<file path="src/rtl/conv_pkg.sv">
// -----------------------------------------------------------------------------
// conv_pkg
// Shared definitions for the 1-D convolution engine:
//   conv_state_t  : controller state encoding
//   SHAPE_FULL/SAME : encoding of the shape input
// -----------------------------------------------------------------------------
package conv_pkg;

   typedef enum logic [2:0] {
      ST_IDLE  = 3'd0,
      ST_INIT  = 3'd1,
      ST_JSET  = 3'd2,
      ST_READ  = 3'd3,
      ST_DRAIN = 3'd4,
      ST_WRITE = 3'd5,
      ST_DONE  = 3'd6
   } conv_state_t;

   localparam logic SHAPE_FULL = 1'b0;
   localparam logic SHAPE_SAME = 1'b1;

endpackage

</file>
<file path="src/rtl/conv1d_engine_if.sv">
// -----------------------------------------------------------------------------
// conv1d_engine_if
// Register-side handshake and X/Y/Z memory bus of the convolution engine.
//   start, shape, size_x, size_y : job request (from register block)
//   busy, done                   : job status (to register block)
//   x_addr/x_data, y_addr/y_data : synchronous-read operand memories
//   z_addr/z_data/z_we           : result memory write port
// Modports:
//   master : the engine
//   slave  : register block + memories
// -----------------------------------------------------------------------------
interface conv1d_engine_if #(
   parameter int DATA_W = 8,
   parameter int ADDR_W = 5,
   parameter int Z_W    = 16
);
   logic              start;
   logic              shape;
   logic [ADDR_W-1:0] size_x;
   logic [ADDR_W-1:0] size_y;
   logic [ADDR_W-1:0] x_addr;
   logic [DATA_W-1:0] x_data;
   logic [ADDR_W-1:0] y_addr;
   logic [DATA_W-1:0] y_data;
   logic [ADDR_W:0]   z_addr;
   logic [Z_W-1:0]    z_data;
   logic              z_we;
   logic              busy;
   logic              done;

   modport master (
      input  start, shape, size_x, size_y, x_data, y_data,
      output x_addr, y_addr, z_addr, z_data, z_we, busy, done
   );

   modport slave (
      output start, shape, size_x, size_y, x_data, y_data,
      input  x_addr, y_addr, z_addr, z_data, z_we, busy, done
   );

endinterface

</file>
<file path="src/rtl/conv_mac.sv">
// -----------------------------------------------------------------------------
// conv_mac
// Signed multiply-accumulate with clear, plus the Z_W output reduction.
// Ports:
//   clk, rst : clock, asynchronous active-high reset
//   clr      : zero the accumulator (start of a new output sample)
//   vld_p1   : x_p1/y_p1 hold a valid operand pair this cycle
//   x_p1,y_p1: signed operands (memory read data)
//   z_out    : accumulator reduced to Z_W bits
// Build option CONV_SATURATE_EN: clamp to the Z_W signed range instead of
// keeping the Z_W LSBs.
// -----------------------------------------------------------------------------
module conv_mac #(
   parameter int DATA_W = 8,
   parameter int Z_W    = 16,
   parameter int ACC_W  = 2*DATA_W + 5
) (
   input  logic                     clk,
   input  logic                     rst,
   input  logic                     clr,
   input  logic                     vld_p1,
   input  logic signed [DATA_W-1:0] x_p1,
   input  logic signed [DATA_W-1:0] y_p1,
   output logic signed [Z_W-1:0]    z_out
);

   logic signed [2*DATA_W-1:0] x_ext_p1;
   logic signed [2*DATA_W-1:0] y_ext_p1;
   logic signed [2*DATA_W-1:0] prod_p1;
   logic signed [ACC_W-1:0]    prod_ext_p1;
   logic signed [ACC_W-1:0]    acc_p2;

   // stage p1: operands arrive from memory, full-precision signed product
   assign x_ext_p1    = {{DATA_W{x_p1[DATA_W-1]}}, x_p1};
   assign y_ext_p1    = {{DATA_W{y_p1[DATA_W-1]}}, y_p1};
   assign prod_p1     = x_ext_p1 * y_ext_p1;
   assign prod_ext_p1 = {{(ACC_W-2*DATA_W){prod_p1[2*DATA_W-1]}}, prod_p1};

   // stage p2: accumulator
   always_ff @(posedge clk or posedge rst) begin
      if (rst) begin
         acc_p2 <= '0;
      end else if (clr) begin
         acc_p2 <= '0;
      end else if (vld_p1) begin
         acc_p2 <= acc_p2 + prod_ext_p1;
      end
   end

`ifdef CONV_SATURATE_EN
   localparam logic signed [ACC_W-1:0] ZMAX = ACC_W'(2**(Z_W-1) - 1);
   localparam logic signed [ACC_W-1:0] ZMIN = ~ZMAX;

   function automatic logic signed [Z_W-1:0] sat_z(input logic signed [ACC_W-1:0] a);
      if (a > ZMAX)
         return ZMAX[Z_W-1:0];
      else if (a < ZMIN)
         return ZMIN[Z_W-1:0];
      else
         return a[Z_W-1:0];
   endfunction

   assign z_out = sat_z(acc_p2);
`else
   function automatic logic signed [Z_W-1:0] wrap_z(input logic signed [ACC_W-1:0] a);
      return a[Z_W-1:0];
   endfunction

   assign z_out = wrap_z(acc_p2);
`endif

endmodule

</file>
<file path="src/rtl/conv1d_engine.sv">
// -----------------------------------------------------------------------------
// conv1d_engine
// 1-D convolution Z[k] = sum_j X[j]*Y[k-j] over external synchronous-read
// memories. Controller (FSM + index counters) lives here, the MAC and output
// reduction live in conv_mac.
// Ports:
//   clk  : clock
//   rst  : asynchronous active-high reset
//   bus  : conv1d_engine_if.master (start/shape/sizes/busy/done, X/Y/Z ports)
// Build option CONV_SATURATE_EN (in conv_mac): saturate instead of wrap.
// -----------------------------------------------------------------------------
module conv1d_engine
   import conv_pkg::*;
#(
   parameter int DATA_W = 8,
   parameter int ADDR_W = 5,
   parameter int Z_W    = 16,
   parameter int ACC_W  = 2*DATA_W + ADDR_W
) (
   input  logic             clk,
   input  logic             rst,
   conv1d_engine_if.master  bus
);

   conv_state_t state, state_nxt;

   logic [ADDR_W-1:0] sx_r, sy_r, off_r;
   logic              shape_r;
   logic [ADDR_W:0]   k_r, kend_r;
   logic [ADDR_W-1:0] j_r, jmax_r;
   logic              vld_p1;
   logic              acc_clr;
   logic signed [Z_W-1:0] z_mac;

   logic [ADDR_W:0]   sx_e, sy_e, off_e, k_inc;
   logic [ADDR_W-1:0] off_c, jmin_c, jmax_c;
   logic [ADDR_W:0]   kstart_c, kend_c;
   logic              size_zero;

   // ---------------------------------------------------------------------
   // Index arithmetic. k may exceed the ADDR_W range (full shape reaches
   // size_x+size_y-2), so k-related values carry one extra bit.
   // ---------------------------------------------------------------------
   assign sx_e  = {1'b0, sx_r};
   assign sy_e  = {1'b0, sy_r};
   assign off_e = {1'b0, off_r};
   assign k_inc = k_r + (ADDR_W+1)'(1);

   assign size_zero = (sx_r == '0) || (sy_r == '0);
   assign off_c     = (sx_r - ADDR_W'(1)) >> 1;

   assign kstart_c = (shape_r == SHAPE_SAME) ? {1'b0, off_c} : '0;
   assign kend_c   = (shape_r == SHAPE_SAME) ? ({1'b0, off_c} + sy_e - (ADDR_W+1)'(1))
                                             : (sx_e + sy_e - (ADDR_W+1)'(2));

   // jmin = max(0, k-size_y+1), jmax = min(k, size_x-1)
   assign jmin_c = (k_inc > sy_e) ? ADDR_W'(k_inc - sy_e) : '0;
   assign jmax_c = (k_r < sx_e) ? ADDR_W'(k_r) : (sx_r - ADDR_W'(1));

   // ---------------------------------------------------------------------
   // FSM: state register
   // ---------------------------------------------------------------------
   always_ff @(posedge clk or posedge rst) begin
      if (rst)
         state <= ST_IDLE;
      else
         state <= state_nxt;
   end

   // ---------------------------------------------------------------------
   // FSM: next-state logic
   // ---------------------------------------------------------------------
   always_comb begin
      state_nxt = state;
      case (state)
         ST_IDLE:  if (bus.start) state_nxt = ST_INIT;
         ST_INIT:  state_nxt = size_zero ? ST_DONE : ST_JSET;
         ST_JSET:  state_nxt = ST_READ;
         ST_READ:  if (j_r == jmax_r) state_nxt = ST_DRAIN;
         ST_DRAIN: state_nxt = ST_WRITE;
         ST_WRITE: state_nxt = (k_r == kend_r) ? ST_DONE : ST_JSET;
         ST_DONE:  state_nxt = ST_IDLE;
         default:  state_nxt = ST_IDLE;
      endcase
   end

   // ---------------------------------------------------------------------
   // FSM: outputs. Addresses and write data are forced to zero outside the
   // states that use them so the bus is quiet between accesses.
   // ---------------------------------------------------------------------
   always_comb begin
      bus.busy   = 1'b0;
      bus.done   = 1'b0;
      bus.z_we   = 1'b0;
      bus.x_addr = '0;
      bus.y_addr = '0;
      bus.z_addr = '0;
      bus.z_data = '0;
      acc_clr    = 1'b0;
      case (state)
         ST_INIT:  bus.busy = 1'b1;
         ST_JSET: begin
            bus.busy = 1'b1;
            acc_clr  = 1'b1;
         end
         ST_READ: begin
            bus.busy   = 1'b1;
            bus.x_addr = j_r;
            bus.y_addr = ADDR_W'(k_r - {1'b0, j_r});
         end
         ST_DRAIN: bus.busy = 1'b1;
         ST_WRITE: begin
            bus.busy   = 1'b1;
            bus.z_we   = 1'b1;
            bus.z_addr = k_r - ((shape_r == SHAPE_SAME) ? off_e : '0);
            bus.z_data = z_mac;
         end
         ST_DONE:  bus.done = 1'b1;
         default: ;
      endcase
   end

   // ---------------------------------------------------------------------
   // Job parameters and index counters
   // ---------------------------------------------------------------------
   always_ff @(posedge clk or posedge rst) begin
      if (rst) begin
         sx_r    <= '0;
         sy_r    <= '0;
         shape_r <= SHAPE_FULL;
         off_r   <= '0;
         k_r     <= '0;
         kend_r  <= '0;
         j_r     <= '0;
         jmax_r  <= '0;
      end else begin
         case (state)
            ST_IDLE: begin
               if (bus.start) begin
                  sx_r    <= bus.size_x;
                  sy_r    <= bus.size_y;
                  shape_r <= bus.shape;
               end
            end
            ST_INIT: begin
               k_r    <= kstart_c;
               kend_r <= kend_c;
               off_r  <= off_c;
            end
            ST_JSET: begin
               j_r    <= jmin_c;
               jmax_r <= jmax_c;
            end
            ST_READ:  j_r <= j_r + ADDR_W'(1);
            ST_WRITE: k_r <= k_inc;
            default: ;
         endcase
      end
   end

   // stage p0 -> p1: an address issued in READ returns data one cycle later
   always_ff @(posedge clk or posedge rst) begin
      if (rst)
         vld_p1 <= 1'b0;
      else
         vld_p1 <= (state == ST_READ);
   end

   conv_mac #(
      .DATA_W (DATA_W),
      .Z_W    (Z_W),
      .ACC_W  (ACC_W)
   ) u_mac (
      .clk    (clk),
      .rst    (rst),
      .clr    (acc_clr),
      .vld_p1 (vld_p1),
      .x_p1   ($signed(bus.x_data)),
      .y_p1   ($signed(bus.y_data)),
      .z_out  (z_mac)
   );

endmodule

</file>
<file path="src/flat_wrapper.sv">
// flat-port wrapper written by rule: the top's interface ports become plain ports
module conv1d_engine_flat import conv_pkg::*;
#(
   parameter int DATA_W = 8,
   parameter int ADDR_W = 5,
   parameter int Z_W    = 16,
   parameter int ACC_W  = 2*DATA_W + ADDR_W
)
  (clk, rst, bus_start, bus_shape, bus_size_x, bus_size_y, bus_x_data, bus_y_data, bus_x_addr, bus_y_addr, bus_z_addr, bus_z_data, bus_z_we, bus_busy, bus_done);
  conv1d_engine_if #(.DATA_W(DATA_W), .ADDR_W(ADDR_W), .Z_W(Z_W)) bus_i ();
  input  logic clk;
  input  logic rst;
  input wire logic [$bits(bus_i.start)-1:0] bus_start;
  input wire logic [$bits(bus_i.shape)-1:0] bus_shape;
  input wire logic [$bits(bus_i.size_x)-1:0] bus_size_x;
  input wire logic [$bits(bus_i.size_y)-1:0] bus_size_y;
  input wire logic [$bits(bus_i.x_data)-1:0] bus_x_data;
  input wire logic [$bits(bus_i.y_data)-1:0] bus_y_data;
  output wire logic [$bits(bus_i.x_addr)-1:0] bus_x_addr;
  output wire logic [$bits(bus_i.y_addr)-1:0] bus_y_addr;
  output wire logic [$bits(bus_i.z_addr)-1:0] bus_z_addr;
  output wire logic [$bits(bus_i.z_data)-1:0] bus_z_data;
  output wire logic [$bits(bus_i.z_we)-1:0] bus_z_we;
  output wire logic [$bits(bus_i.busy)-1:0] bus_busy;
  output wire logic [$bits(bus_i.done)-1:0] bus_done;
  assign bus_i.start = bus_start;
  assign bus_i.shape = bus_shape;
  assign bus_i.size_x = bus_size_x;
  assign bus_i.size_y = bus_size_y;
  assign bus_i.x_data = bus_x_data;
  assign bus_i.y_data = bus_y_data;
  assign bus_x_addr = bus_i.x_addr;
  assign bus_y_addr = bus_i.y_addr;
  assign bus_z_addr = bus_i.z_addr;
  assign bus_z_data = bus_i.z_data;
  assign bus_z_we = bus_i.z_we;
  assign bus_busy = bus_i.busy;
  assign bus_done = bus_i.done;
  conv1d_engine #(.DATA_W(DATA_W), .ADDR_W(ADDR_W), .Z_W(Z_W), .ACC_W(ACC_W)) u_core (.clk(clk), .rst(rst), .bus(bus_i));
endmodule
</file>
<file path="config.mk">
export PLATFORM = sky130hd
export DESIGN_NAME = conv1d_engine_flat
export DESIGN_NICKNAME = d
export VERILOG_FILES = /design/src/rtl/conv_pkg.sv /design/src/rtl/conv1d_engine_if.sv /design/src/rtl/conv_mac.sv /design/src/rtl/conv1d_engine.sv /design/src/flat_wrapper.sv
export SDC_FILE = /design/constraint.sdc
export NUM_CORES = 1
export LEC_CHECK = 0
export ABC_AREA = 1
export CORE_ASPECT_RATIO = 1.1
export CORE_MARGIN = 2
export CORE_UTILIZATION = 30
export CTS_CLUSTER_SIZE = 8
export DETAILED_ROUTE_END_ITERATION = 10
export PLACE_DENSITY = 0.5
export SKIP_CTS_REPAIR_TIMING = 1
export SLEW_MARGIN = 20
export SYNTH_ARGS = -nofsm -noshare
export SYNTH_HDL_FRONTEND = slang
export SYNTH_SLANG_ARGS = --single-unit
</file>
<file path="constraint.sdc">
create_clock -name clk -period 9.3 [get_ports clk]
set_input_delay 0.93 -clock clk [delete_from_list [all_inputs] [get_ports clk]]
set_output_delay 0.93 -clock clk [all_outputs]
set_load 0.02 [all_outputs]
</file>
==> flow_summary.ini, run 1 <==
[synth]
synth_cells = 933
yosys.area.top_type_share_pct = 21.5
synth_commonest_cells = inv_1, nand2_1, nor2_1
netlist_area_um2 = 7070
synth_area_leaders = fa_1, dfrtp_1, ha_1
netlist-cell-type-count = 40
async_reset_ff_share_pct = 100
ys_ff_latch = 57
yosys_warnings = 0
syn_area_per_cell_um2 = 7.58
yosys.area.top_type = fa_1
synth_most_common_cell = inv_1
yosysSeqAreaShare_pct = 20.2
syn_nets = 1113
synth_edf_count = 0
synth_flop_cell = dfrtp_1

[placement]
dpl.cell_count = 1274
portBuffers = 64
dp_hpwl_um = 14400
place_congestion = 0.843
place_area_um2 = 7990
pre_cts_slack_ps = 3270

[final_layout]
fin_nets = 1165
multi_input_area_um2 = 4700
area_delta_synth_final_pct = 17.0
fillCellCount = 2449
instances_no_fill = 1290
design_area_um2 = 8270
seqCellArea_um2 = 1430
num_antenna_cells = 0
drive_gt1_share_pct = 4.04

[worst_setup_path]
critPathCaptureType = register
worstSetupStartpointType = primary input
worstPathRequired_ps = 9520
r2r_slack_ps = 4990
critPathMaxFanout = 9
arrival_ps = 5880
path_class = in2reg

[clock_network]
clockBufferDepth = 2
cts_tree = done
cts_root_buf = clkbuf_16
cts_buffers = 9
clock_latency_ps = 340
clkSinkCount = 57
clk_pin_slew_worst_paths_ps = 60
htreeDepth = 3

[grt]
grt_pass1_vias = 5994
grtUsageTotal_pct = 15.5
grt_max_degree = 58
overflow = 0
grt_pass1_wl_um = 30300
grt_antenna_before_repair = 0

[sta]
hold_viol = 0
worst_pin_slew_ps = 784
rsz0062_at_grt = no
period_minus_slack_ps = 5650
report.final.slew_viol_count = 0
max_slew_margin_pct = 47.7
fin_worst_skew_ps = 9.12
final.period_utilization_pct = 60.8
layout_setup_ws_ps = 3650
fmax_mhz = 177
fin_tns_setup_ps = 0
finalSetupViolations = 0

[die]
initial_core_util_pct = 30.7
die_h_um = 165
dieArea_um2 = 24800
floorplan.die.width_um = 150
io_pins = 65
rows = 58
core_area_um2 = 23000

[drt]
via_per_inst = 4.49
wire_per_inst_um = 13.7
vias = 5794
drt_wl_total_um = 17700
drt_iter0_markers = 327
drt_pass1_iterations = 5
postRouteAntennaNets = 0
drc = 0

[job]
drv_cap = 0

[power]
p_leak_nw = 4.48
vdd.ir_drop.worst_mv = 0.208
cellPowerDensity_nw_per_um2 = 312

[hold_path]
hp-class = reg2reg

[outcome]
status = finished, final reports clean
[final timing paths]
check,start,end,cells after the start
setup / recovery,bus_y_data[7],u_core.u_mac.acc_p2[12]$_DFFE_PP0P_,17
hold / removal,u_core.off_r[3]$_DFFE_PP0P_,u_core.off_r[3]$_DFFE_PP0P_,2
setup reg to reg,u_core.u_mac.acc_p2[4]$_DFFE_PP0P_,u_core.u_mac.acc_p2[12]$_DFFE_PP0P_,18
hold reg to reg,u_core.off_r[3]$_DFFE_PP0P_,u_core.off_r[3]$_DFFE_PP0P_,2
max in group asynchronous,rst,u_core.sy_r[0]$_DFFE_PP0P_,3
min in group asynchronous,rst,u_core.u_mac.acc_p2[1]$_DFFE_PP0P_,3
[report_power, final]
group,switching [W],internal [W]
logic,0.00117,0.000765
clock network,0.000121,0.000193
registers,0.0000268,0.000313
total,0.00131,0.00127
[cell usage in the layout, fill, tap and decap left out, types with 10 or more instances in the layout]
master,Yosys,routed
inv_1,208,207
nand2_1,190,190
xor2_1,11,11
ha_1,74,74
a21oi_1,46,46
o21ai_1,10,10
clkdlybuf4s50_1,0,64
nor2_1,95,95
nand3_1,21,21
dfrtp_1,57,57
o21ai_0,50,50
fa_1,76,76
[area by class of cell]
cell class                      instances  share of cell area (%)
Multi-Input combinational cell        632                    56.8
Sequential cell                        57                    17.3
Inverter                              218                    9.96
Clock buffer                           11                    3.06
Clock inverter                          5                   0.363
Timing Repair Buffer                   67                    8.02
Tap cell                              300                    4.54
[registers in the layout (all words and copies together) (netlist names)]
name / cells
u_core.j_r: 5
u_core.jmax_r: 5
u_core.k_r: 6
u_core.kend_r: 6
u_core.off_r: 4
u_core.shape_r: 1
u_core.state: 3
u_core.sx_r: 5
u_core.sy_r: 5
u_core.u_mac.acc_p2: 16
u_core.vld_p1: 1
[logic make-up after synthesis]
logic type	count (synthesis)	synth area share, %
fa+ha+maj	150	34.6
compound gates	137	10.8
simple gates	328	18.9
xor+xnor	17	2.11
flops	57	20.2
buf+inv	244	13.4
[layer usage]
layer / part of all wire (%) / global-route usage (%)
met2: 50 / 27.6
met3: 2.9 / 1.88
met5: 0 / 0
met1: 46 / 19.8
met4: 1.4 / 4.37
[worst max-delay path, stage by stage]
cell	delay (ps)
clkdlybuf4s50_1	460
clkinv_1	250
or2_2	380
fa_1	510
fa_1	550
inv_1	60
fa_1	500
fa_1	590
fa_1	430
ha_1	340
inv_1	80
o31ai_1	360
nand2_1	100
nand2_1	90
a21oi_1	60
o21ai_0	80
o21ai_1	80
[per-stage QoR]
step / power, W / hold WS [ps] / utilization (%)
floorplan: 0.00185 / 453 / -
global placement: 0.00225 / 470 / 34.7
detailed placement: 0.00229 / 482 / 34.7
CTS: 0.00262 / 495 / 35.9
global route: 0.00296 / 533 / 35.9
finish: 0.00258 / 489 / 35.9
Note: power is estimated with default switching activity, not from simulation.
==> run 2: changes to the inputs <==
==> constraint.sdc (replaced) <==
create_clock -name clk -period 5.8 [get_ports clk]
set_input_delay 0.58 -clock clk [delete_from_list [all_inputs] [get_ports clk]]
set_output_delay 0.58 -clock clk [all_outputs]
set_load 0.02 [all_outputs]
==> run 2 against run 1 <==
Effect of this change:
- first-iteration DRC count up 4.6%
- sequential share of layout area fell by 0.068 points
- register-to-register slack got worse by 3500 ps
- via count about the same
- non-clock buffer count is 5 higher
- flip-flop and latch count unchanged
- cell area up 0.39%
- largest cell class unchanged
- clock power rose by 64%
- critical path type unchanged
- hold slack lost 10 ps
==> flow_summary.ini, run 2 (synthesis results as in run 1) <==
[outcome]
status = finished, final reports clean

[sta]
period_minus_slack_ps = 5090
fmax_mhz = 196
worst_pin_slew_ps = 840
hold_slack_ps = 479
fin_worst_skew_ps = 9.03
report.final.slew_viol_count = 0
max_slew_margin_pct = 43.8
finalSetupViolations = 0
final.period_utilization_pct = 87.8
fin_tns_setup_ps = 0
hold_viol = 0
rsz0062_at_grt = no

[placement]
place_congestion = 0.839
portBuffers = 64
dp_hpwl_um = 14600
dpl.cell_count = 1279

[drt]
drt_wl_total_um = 17800
wire_per_inst_um = 13.8
drc = 0
drt_pass1_iterations = 5
drt_iter0_markers = 342
postRouteAntennaNets = 0
vias = 5791
via_per_inst = 4.48

[clock_network]
clk_pin_slew_worst_paths_ps = 50
clock_latency_ps = 340
clockBufferDepth = 2
cts_tree = done
cts_root_buf = clkbuf_16
htreeDepth = 3
cts_buffers = 9
clkSinkCount = 57

[grt]
grt_pass1_wl_um = 30100
grt_use_met1_pct = 19.9
grt_pass1_vias = 5844
grtUsageTotal_pct = 15.5
grt-busiest-layer = met2
grt_antenna_before_repair = 0
grt_util_met3_pct = 2.21
grt_util_met2_pct = 27.0
grt_max_degree = 58
overflow = 0

[power]
power.internal_w = 0.00205
p_leak_nw = 4.50
design_power_total_w = 0.00410
cellPowerDensity_nw_per_um2 = 495
power.share.clock_pct = 12.5
power_frac_comb_pct = 74.3
p_sw_w = 0.00205
seqPwrFrac_pct = 13.2
vdd.ir_drop.worst_mv = 0.331
p_sw_share_pct = 50.0

[final_layout]
instances_no_fill = 1294
multi_input_area_um2 = 4700
fin_nets = 1170
largest_register = u_core.u_mac.acc_p2
reg_top3 = u_core.u_mac.acc_p2 x16, u_core.k_r x6, u_core.kend_r x6
area_delta_synth_final_pct = 17.4
layout_common_cells = inv_1, nand2_1, nor2_1, fa_1, ha_1
fillCellCount = 2394
final_common_cell = inv_1
drive_gt1_share_pct = 4.23
num_antenna_cells = 0
largest_register_ffs = 16
seqCellArea_um2 = 1430

[worst_setup_path]
critPathMaxFanout = 4
worstSetupStartpointType = primary input
arrival_ps = 5310
critPathCaptureType = register
path_class = in2reg
worstPathRequired_ps = 6020

[job]
drv_cap = 0

[die]
dieArea_um2 = 24800
die_h_um = 165
io_pins = 65
core_area_um2 = 23000
rows = 58
floorplan.die.width_um = 150
initial_core_util_pct = 30.7

[hold_path]
hp-class = reg2reg
[run 2: worst max-delay path, stage by stage]
cell and delay, ps:
clkdlybuf4s50_1 460, clkinv_1 90, or2_2 300, fa_1 510
fa_1 540, inv_1 60, fa_1 520, fa_1 590
fa_1 440, ha_1 350, inv_1 80, o31ai_1 370
nand2_1 100, nand2_1 90, a21oi_1 50, o21ai_0 80
o21ai_1 90
[run 2: final timing paths]
check | startpoint | end | slack [ps] | cells after the start
max | bus_y_data[7] | u_core.u_mac.acc_p2[12]$_DFFE_PP0P_ | 710 | 17
min | u_core.off_r[2]$_DFFE_PP0P_ | u_core.off_r[2]$_DFFE_PP0P_ | 480 | 2
max reg2reg | u_core.u_mac.acc_p2[4]$_DFFE_PP0P_ | u_core.u_mac.acc_p2[12]$_DFFE_PP0P_ | 1450 | 18
min reg2reg | u_core.off_r[2]$_DFFE_PP0P_ | u_core.off_r[2]$_DFFE_PP0P_ | 480 | 2
max in group asynchronous | rst | u_core.u_mac.acc_p2[14]$_DFFE_PP0P_ | 4490 | 3
min in group asynchronous | rst | u_core.j_r[3]$_DFFE_PP0P_ | 790 | 3
[run 2: layout make-up]
type	count	area share, %
timing repair buffer	72	8.44
multi-input combinational	632	56.6
sequential	57	17.2
clock buffer	11	2.80
clock inverter	4	0.543
tap	300	4.52
inverter	218	9.92
[run 2: power by group through the flow]
stage | registers (W) | logic (W) | clock network, W
after detailed placement | 0.000552 | 0.00309 | 0
after global routing | 0.000553 | 0.00364 | 0.000548
after CTS | 0.000544 | 0.00311 | 0.000529
after global placement | 0.000551 | 0.00307 | 0
after floorplan | 0.000538 | 0.00243 | 0
final | 0.000541 | 0.00305 | 0.000515
[run 2: stage by stage]
step | util (%) | setup slack (ps) | area [um^2]
final | 36.1 | 706 | 8300
after global routing | 36.1 | 403 | 8300
after CTS | 36.1 | 680 | 8300
after detailed placement | 34.9 | 335 | 8020
after global placement | 34.9 | 350 | 8020
after floorplan | - | 1030 | 7070
[run 2: per-layer routing]
| layer | part of all wire, % | vias to the layer above |
|---|---|---|
| met5 | 0 | - |
| met1 | 45 | 2684 |
| met3 | 3.6 | 24 |
| met2 | 49 | 111 |
| li1 | - | 2972 |
| met4 | 2.0 | 0 |
==> run 3: changes to the inputs <==
--- a/config.mk
+++ b/config.mk
@@ -6,13 +6,14 @@
 export NUM_CORES = 1
 export LEC_CHECK = 0
 export ABC_AREA = 1
+export ABC_CLOCK_PERIOD_IN_PS = 5800
 export CORE_ASPECT_RATIO = 1.1
 export CORE_MARGIN = 2
 export CORE_UTILIZATION = 30
 export CTS_CLUSTER_SIZE = 8
 export DETAILED_ROUTE_END_ITERATION = 10
+export HOLD_SLACK_MARGIN = 0.1
 export PLACE_DENSITY = 0.5
-export SKIP_CTS_REPAIR_TIMING = 1
 export SLEW_MARGIN = 20
 export SYNTH_ARGS = -nofsm -noshare
 export SYNTH_HDL_FRONTEND = slang
==> results of run 3 <==
Final layout, timing and power as in run 2 (identical DEF).
